`src/rtl/mem_port_arbiter_if.sv`:
```
// Fetch, data and memory-side buses of mem_port_arbiter.
// The arbiter connects through the slave modport; the CPU/memory environment uses master.
interface mem_port_arbiter_if #(
  parameter int AW = 32,
  parameter int DW = 32
);
  // instruction-fetch port
  logic          if_req;
  logic [AW-1:0] if_addr;
  logic          if_gnt;
  logic          if_done;
  logic [DW-1:0] if_rdata;

  // data (load/store) port
  logic          d_req;
  logic          d_we;
  logic [AW-1:0] d_addr;
  logic [DW-1:0] d_wdata;
  logic          d_gnt;
  logic          d_done;
  logic [DW-1:0] d_rdata;

  // unified memory port
  logic          m_req;
  logic          m_we;
  logic [AW-1:0] m_addr;
  logic [DW-1:0] m_wdata;
  logic          m_ack;
  logic [DW-1:0] m_rdata;

  logic          busy;

  modport slave (
    input  if_req, if_addr,
    input  d_req, d_we, d_addr, d_wdata,
    input  m_ack, m_rdata,
    output if_gnt, if_done, if_rdata,
    output d_gnt, d_done, d_rdata,
    output m_req, m_we, m_addr, m_wdata,
    output busy
  );

  modport master (
    output if_req, if_addr,
    output d_req, d_we, d_addr, d_wdata,
    output m_ack, m_rdata,
    input  if_gnt, if_done, if_rdata,
    input  d_gnt, d_done, d_rdata,
    input  m_req, m_we, m_addr, m_wdata,
    input  busy
  );
endinterface

```
`src/rtl/mem_port_arbiter.sv`:
```
// Folds the CPU fetch and data ports onto one variable-latency single-port memory.
// Optional macro MEM_ARB_STARVE_EN lets a waiting fetch win after STARVE_LIMIT data grants.
module mem_port_arbiter #(
  parameter int AW           = 32,
  parameter int DW           = 32,
  parameter int STARVE_LIMIT = 4,
  parameter int CNT_W        = 3
) (
  input  logic              clock,
  input  logic              reset,
  mem_port_arbiter_if.slave bus
);

  typedef enum logic [1:0] {
    IDLE   = 2'd0,
    BUSY_I = 2'd1,
    BUSY_D = 2'd2
  } state_t;

  state_t        state_q,    state_d;
  logic          m_req_q,    m_req_d;
  logic          m_we_q,     m_we_d;
  logic [AW-1:0] m_addr_q,   m_addr_d;
  logic [DW-1:0] m_wdata_q,  m_wdata_d;
  logic          if_gnt_q,   if_gnt_d;
  logic          if_done_q,  if_done_d;
  logic [DW-1:0] if_rdata_q, if_rdata_d;
  logic          d_gnt_q,    d_gnt_d;
  logic          d_done_q,   d_done_d;
  logic [DW-1:0] d_rdata_q,  d_rdata_d;
  logic          busy_q,     busy_d;

  logic          starve_hit;
  logic          pick_i;

`ifdef MEM_ARB_STARVE_EN
  logic [CNT_W-1:0] starve_cnt_q, starve_cnt_d;

  assign starve_hit = (starve_cnt_q == CNT_W'(STARVE_LIMIT));

  // Counts data grants taken while a fetch was waiting; only IDLE decisions move it.
  always_comb begin
    starve_cnt_d = starve_cnt_q;
    if (state_q == IDLE) begin
      if (!bus.if_req || pick_i) begin
        starve_cnt_d = '0;
      end else if (bus.d_req && !starve_hit) begin
        starve_cnt_d = starve_cnt_q + 1'b1;
      end
    end
  end

  always_ff @(posedge clock) begin
    if (reset) begin
      starve_cnt_q <= '0;
    end else begin
      starve_cnt_q <= starve_cnt_d;
    end
  end
`else
  localparam int unused_starve_cfg = STARVE_LIMIT + CNT_W;

  assign starve_hit = 1'b0;
`endif

  // Data normally wins: it belongs to the older instruction.
  assign pick_i = bus.if_req && (!bus.d_req || starve_hit);

  always_comb begin
    state_d    = state_q;
    m_req_d    = m_req_q;
    m_we_d     = m_we_q;
    m_addr_d   = m_addr_q;
    m_wdata_d  = m_wdata_q;
    if_rdata_d = if_rdata_q;
    d_rdata_d  = d_rdata_q;
    if_gnt_d   = 1'b0;
    if_done_d  = 1'b0;
    d_gnt_d    = 1'b0;
    d_done_d   = 1'b0;

    case (state_q)
      IDLE: begin
        if (bus.if_req || bus.d_req) begin
          m_req_d = 1'b1;
          if (pick_i) begin
            state_d   = BUSY_I;
            if_gnt_d  = 1'b1;
            m_we_d    = 1'b0;
            m_addr_d  = bus.if_addr;
            m_wdata_d = '0;
          end else begin
            state_d   = BUSY_D;
            d_gnt_d   = 1'b1;
            m_we_d    = bus.d_we;
            m_addr_d  = bus.d_addr;
            m_wdata_d = bus.d_wdata;
          end
        end
      end

      BUSY_I: begin
        if (bus.m_ack) begin
          state_d    = IDLE;
          m_req_d    = 1'b0;
          m_we_d     = 1'b0;
          if_done_d  = 1'b1;
          if_rdata_d = bus.m_rdata;
        end
      end

      BUSY_D: begin
        if (bus.m_ack) begin
          state_d  = IDLE;
          m_req_d  = 1'b0;
          m_we_d   = 1'b0;
          d_done_d = 1'b1;
          // m_we_q still identifies the access being completed: stores leave d_rdata alone.
          if (!m_we_q) begin
            d_rdata_d = bus.m_rdata;
          end
        end
      end

      default: begin
        state_d = IDLE;
        m_req_d = 1'b0;
        m_we_d  = 1'b0;
      end
    endcase

    busy_d = (state_d != IDLE);
  end

  always_ff @(posedge clock) begin
    if (reset) begin
      state_q    <= IDLE;
      m_req_q    <= 1'b0;
      m_we_q     <= 1'b0;
      m_addr_q   <= '0;
      m_wdata_q  <= '0;
      if_gnt_q   <= 1'b0;
      if_done_q  <= 1'b0;
      if_rdata_q <= '0;
      d_gnt_q    <= 1'b0;
      d_done_q   <= 1'b0;
      d_rdata_q  <= '0;
      busy_q     <= 1'b0;
    end else begin
      state_q    <= state_d;
      m_req_q    <= m_req_d;
      m_we_q     <= m_we_d;
      m_addr_q   <= m_addr_d;
      m_wdata_q  <= m_wdata_d;
      if_gnt_q   <= if_gnt_d;
      if_done_q  <= if_done_d;
      if_rdata_q <= if_rdata_d;
      d_gnt_q    <= d_gnt_d;
      d_done_q   <= d_done_d;
      d_rdata_q  <= d_rdata_d;
      busy_q     <= busy_d;
    end
  end

  assign bus.if_gnt   = if_gnt_q;
  assign bus.if_done  = if_done_q;
  assign bus.if_rdata = if_rdata_q;
  assign bus.d_gnt    = d_gnt_q;
  assign bus.d_done   = d_done_q;
  assign bus.d_rdata  = d_rdata_q;
  assign bus.m_req    = m_req_q;
  assign bus.m_we     = m_we_q;
  assign bus.m_addr   = m_addr_q;
  assign bus.m_wdata  = m_wdata_q;
  assign bus.busy     = busy_q;

endmodule

```
`src/flat_wrapper.sv`:
```
// flat-port wrapper written by rule: the top's interface ports become plain ports
module mem_port_arbiter_flat 
#(
  parameter int AW           = 32,
  parameter int DW           = 32,
  parameter int STARVE_LIMIT = 4,
  parameter int CNT_W        = 3
)
  (clock, reset, bus_if_req, bus_if_addr, bus_d_req, bus_d_we, bus_d_addr, bus_d_wdata, bus_m_ack, bus_m_rdata, bus_if_gnt, bus_if_done, bus_if_rdata, bus_d_gnt, bus_d_done, bus_d_rdata, bus_m_req, bus_m_we, bus_m_addr, bus_m_wdata, bus_busy);
  mem_port_arbiter_if #(.AW(AW), .DW(DW)) bus_i ();
  input  logic clock;
  input  logic reset;
  input wire logic [$bits(bus_i.if_req)-1:0] bus_if_req;
  input wire logic [$bits(bus_i.if_addr)-1:0] bus_if_addr;
  input wire logic [$bits(bus_i.d_req)-1:0] bus_d_req;
  input wire logic [$bits(bus_i.d_we)-1:0] bus_d_we;
  input wire logic [$bits(bus_i.d_addr)-1:0] bus_d_addr;
  input wire logic [$bits(bus_i.d_wdata)-1:0] bus_d_wdata;
  input wire logic [$bits(bus_i.m_ack)-1:0] bus_m_ack;
  input wire logic [$bits(bus_i.m_rdata)-1:0] bus_m_rdata;
  output wire logic [$bits(bus_i.if_gnt)-1:0] bus_if_gnt;
  output wire logic [$bits(bus_i.if_done)-1:0] bus_if_done;
  output wire logic [$bits(bus_i.if_rdata)-1:0] bus_if_rdata;
  output wire logic [$bits(bus_i.d_gnt)-1:0] bus_d_gnt;
  output wire logic [$bits(bus_i.d_done)-1:0] bus_d_done;
  output wire logic [$bits(bus_i.d_rdata)-1:0] bus_d_rdata;
  output wire logic [$bits(bus_i.m_req)-1:0] bus_m_req;
  output wire logic [$bits(bus_i.m_we)-1:0] bus_m_we;
  output wire logic [$bits(bus_i.m_addr)-1:0] bus_m_addr;
  output wire logic [$bits(bus_i.m_wdata)-1:0] bus_m_wdata;
  output wire logic [$bits(bus_i.busy)-1:0] bus_busy;
  assign bus_i.if_req = bus_if_req;
  assign bus_i.if_addr = bus_if_addr;
  assign bus_i.d_req = bus_d_req;
  assign bus_i.d_we = bus_d_we;
  assign bus_i.d_addr = bus_d_addr;
  assign bus_i.d_wdata = bus_d_wdata;
  assign bus_i.m_ack = bus_m_ack;
  assign bus_i.m_rdata = bus_m_rdata;
  assign bus_if_gnt = bus_i.if_gnt;
  assign bus_if_done = bus_i.if_done;
  assign bus_if_rdata = bus_i.if_rdata;
  assign bus_d_gnt = bus_i.d_gnt;
  assign bus_d_done = bus_i.d_done;
  assign bus_d_rdata = bus_i.d_rdata;
  assign bus_m_req = bus_i.m_req;
  assign bus_m_we = bus_i.m_we;
  assign bus_m_addr = bus_i.m_addr;
  assign bus_m_wdata = bus_i.m_wdata;
  assign bus_busy = bus_i.busy;
  mem_port_arbiter #(.AW(AW), .DW(DW), .STARVE_LIMIT(STARVE_LIMIT), .CNT_W(CNT_W)) u_core (.clock(clock), .reset(reset), .bus(bus_i));
endmodule
```
`config.mk`:
```
export PLATFORM = sky130hd
export DESIGN_NAME = mem_port_arbiter_flat
export DESIGN_NICKNAME = d
export VERILOG_FILES = /design/src/rtl/mem_port_arbiter_if.sv /design/src/rtl/mem_port_arbiter.sv /design/src/flat_wrapper.sv
export SDC_FILE = /design/constraint.sdc
export NUM_CORES = 1
export LEC_CHECK = 0
export CAP_MARGIN = 30
export CORE_MARGIN = 2
export CORE_UTILIZATION = 43
export DETAILED_ROUTE_END_ITERATION = 12
export PLACE_DENSITY = 0.95
export SETUP_SLACK_MARGIN = 0.2
export SLEW_MARGIN = 15
export SYNTH_ARGS = -nofsm -noshare
export SYNTH_HDL_FRONTEND = slang
export SYNTH_SLANG_ARGS = --single-unit
```
`constraint.sdc`:
```
create_clock -name clock -period 3.1 [get_ports clock]
set_clock_uncertainty 0.05 [all_clocks]
set_input_delay 0.775 -clock clock [delete_from_list [all_inputs] [get_ports clock]]
set_output_delay 0.775 -clock clock [all_outputs]
set_load 0.1 [all_outputs]
```
==> impl_metrics.toml <==
[floorplan]
floorplan.die_area_mm2 = 0.01295
core_region_area_mm2 = 0.01191
initial_core_util_pct = 43.52
placement_rows = 40
die_width_um = 113.8
die_h_um = 113.8
io_pins = 269

[clock_tree]
clk_pin_slew_worst_paths_ps = 60
tritoncts = "yes"
cts-hold-fix-buffers = 0
cts_made_buffers = 17
cts-root-to-sink-buffers = 2
cts_sinks = 137
cts_setup_buffers = 0
clk_root_buffer_cell = "clkbuf_16"
postCtsResizedCells = 0
cts.htree.levels = 4
clk-insertion-delay-late_ps = 410

[status]
outcome = "finished clean"

[timing]
final_max_slew_viol_count = 0
rsz0062_at_grt = "false"
finalHoldViolCount = 0
timing.final.crit_share_pct = 67.50
fmaxAchievable_mhz = 477.9
setup_total_negative_slack_ps = 0
final-setup-viol-count = 0
max-slew-margin-rel_pct = 62.40
worst-slew-pin-transition_ps = 563.9
finalCriticalPeriod_ps = 2093

[route]
routed_wl_um = 15170
route.detailed.wl_per_inst_um = 15.35
antenna_violating_nets_post_route = 0
dr_total_vias = 5087
vias_per_cell = 5.149
drc_errors = 0
drt_iter0_drc = 420
detail_route.first_pass.iterations = 5

[logic_synthesis]
synthesis.yosys.warnings = 0
syn_nets = 713
synth_top_cell_by_area = "dfxtp_1"
post_synth.cell_area_avg_um2 = 9.015
mappedNetlistArea_mm2 = 0.005184
synthTopCellsByArea = "dfxtp_1 53%, nand2_1 14%, a311oi_2 8.1%"
synth_top_cell_area_share_pct = 52.91
seq_area_frac_synth_pct = 52.91
distinct_cell_type_count_of_the_synthesized_netlist = 30
yosys_register_bits = 137
netlist_instances = 575

[place]
place_hpwl_um = 10540
portBuffers = 268
place_area_mm2 = 0.007540
gp_routability_congestion = 0.7914

[global_route]
global_route.usage.total_pct = 22.94
grt_pass1_vias = 4978
initial_antenna_violation_count = 0
pin_count_of_the_biggest_net_entering_global_routing = 46
grt_first_pass_wirelength_um = 23650
global_route.overflow_total = 0

[setup_path]
worst-path-max-fanout = 19
critPathArrivalTime_ps = 2360
timing.critical_path.required_ps = 3370
launching_point_of_the_worst_reg2reg_path = "u_core.state_q[0]"
critical_path.startpoint_type = "input port"
r2r_worst_path_depth = 6
cp-end-kind = "flip-flop"
setup.worst_path.start = "bus_d_req"
critPathKind = "input port to flip-flop"

[power_and_ir_drop]
power.switching_mw = 1.890
power.combinational.fraction_pct = 26.3
cellInternalPower_mw = 3.621
finalPower_mw = 5.510
power.static_leakage_nw = 3.377
power_switching_share_pct = 34.29
worst_ir_drop_vdd_uv = 299.2
clock_power_share_pct = 38.7
seq_power_share_pct = 35.0
power_density_relative_to_cell_area_mw_per_mm2 = 674.9

[finish]
postLayoutCellArea_mm2 = 0.008164
nets = 967
n_antenna_cell = 0
area.growth.synth_to_final_pct = 57.49
drive_gt1_share_pct = 25.68

[flow_run]
maxCapViolations = 0

[min_path]
worst_hold_path_type = "flip-flop to flip-flop"
min_from = "u_core.bus.d_rdata[11]"
worst_hold_path.num_cells = 2
-- kinds of logic (layout without fill, tap and decap cells) --
| family | after synthesis | in the layout | synth area share (%) |
|---|---|---|---|
| compound gates | 137 | 137 | 21.51 |
| flops | 137 | 137 | 52.91 |
| buf+inv | 49 | 315 | 5.793 |
| simple gates | 248 | 248 | 18.83 |
| fa+ha+maj | 4 | 4 | 0.9655 |
-- layout make-up --
class | instances | area [um^2]
fill | 900 | 3747
sequential | 137 | 2743
timing repair buffer | 282 | 2460
multi-input combinational | 389 | 2146
clock buffer | 17 | 425.4
clock inverter | 14 | 198.9
tap | 147 | 183.9
inverter | 2 | 7.507
-- metrics by stage --
| step | hold WS (ps) | setup slack (ps) | instances | util [%] |
|---|---|---|---|---|
| after floorplan | 510.2 | 1263 | 575 | - |
| after global placement | 392.2 | 652.3 | 957 | 63.30 |
| after detailed placement | 396.6 | 583.9 | 957 | 63.30 |
| after CTS | 404.8 | 1012 | 988 | 68.54 |
| after global routing | 424.2 | 901.9 | 988 | 68.54 |
| final | 402.9 | 1007 | 988 | 68.54 |
-- per-layer routing --
layer | wire length, um | GRT usage, % | share of wire, %
met1 | 5940 | 26.06 | 39
met2 | 7623 | 40.00 | 50
met3 | 1145 | 6.164 | 7.5
met4 | 459 | 11.06 | 3.0
met5 | 0 | 0 | 0
-- flip-flops by register name, summed over array words and instances (netlist names) --
signal	flops
u_core.bus.if_rdata	32
u_core.bus.if_done	1
u_core.bus.m_addr	32
u_core.bus.m_req	1
u_core.bus.d_done	1
u_core.bus.m_wdata	32
u_core.bus.d_gnt	1
u_core.state_q	2
u_core.bus.if_gnt	1
u_core.bus.m_we	1
u_core.bus.busy	1
u_core.bus.d_rdata	32
-- placed cells by master (no fill, tap or decap), types with 4 or more instances in the layout --
| cell | netlist | routed |
|---|---|---|
| clkbuf_16 | 0 | 17 |
| clkdlybuf4s50_1 | 0 | 132 |
| nand2_1 | 195 | 195 |
| buf_4 | 6 | 149 |
| dfxtp_1 | 137 | 137 |
| a311oi_1 | 4 | 4 |
| a311oi_2 | 28 | 28 |
| ha_1 | 4 | 4 |
| nor2_1 | 37 | 36 |
| nor2_2 | 3 | 4 |
| clkinv_4 | 0 | 5 |
| a21oi_1 | 67 | 67 |
| a22o_1 | 32 | 32 |
| bufinv_16 | 0 | 4 |
-- Yosys cell counts (all sizes together) --
cell type / count
nor2b: 3
o21ai: 3
ha: 4
inv: 2
o22ai: 1
buf: 35
nand4: 1
clkbuf: 12
nor2: 40
a22oi: 1
nand2b: 2
a21oi: 67
nand2: 195
o21a: 1
nand3b: 1
and3b: 1
nor3: 1
and2: 1
a22o: 32
a311oi: 32
or2: 1
nor3b: 2
dfxtp: 137
-- worst max-delay path, cell delays in order --
cell,delay (ps)
clkdlybuf4s50_1,640
o21a_4,330
buf_4,290
nor2_1,80
a311oi_2,240
-- power by group through the flow --
stage	logic [mW]	clock network, mW	registers, mW
floorplan	0.311	0	2.71
global placement	1.43	0	1.96
detailed placement	1.45	0	1.96
CTS	1.45	2.16	1.93
global route	1.51	2.22	1.94
finish	1.45	2.13	1.93
-- worst paths after layout --
path                                                to  slack [ps]
worst max-delay path             u_core.bus.m_addr[27]        1010
worst min-delay path            u_core.bus.d_rdata[11]         400
worst max register to register   u_core.bus.m_addr[27]        1210
worst min register to register  u_core.bus.d_rdata[11]         400
Note: power is estimated with default switching activity, not from simulation.
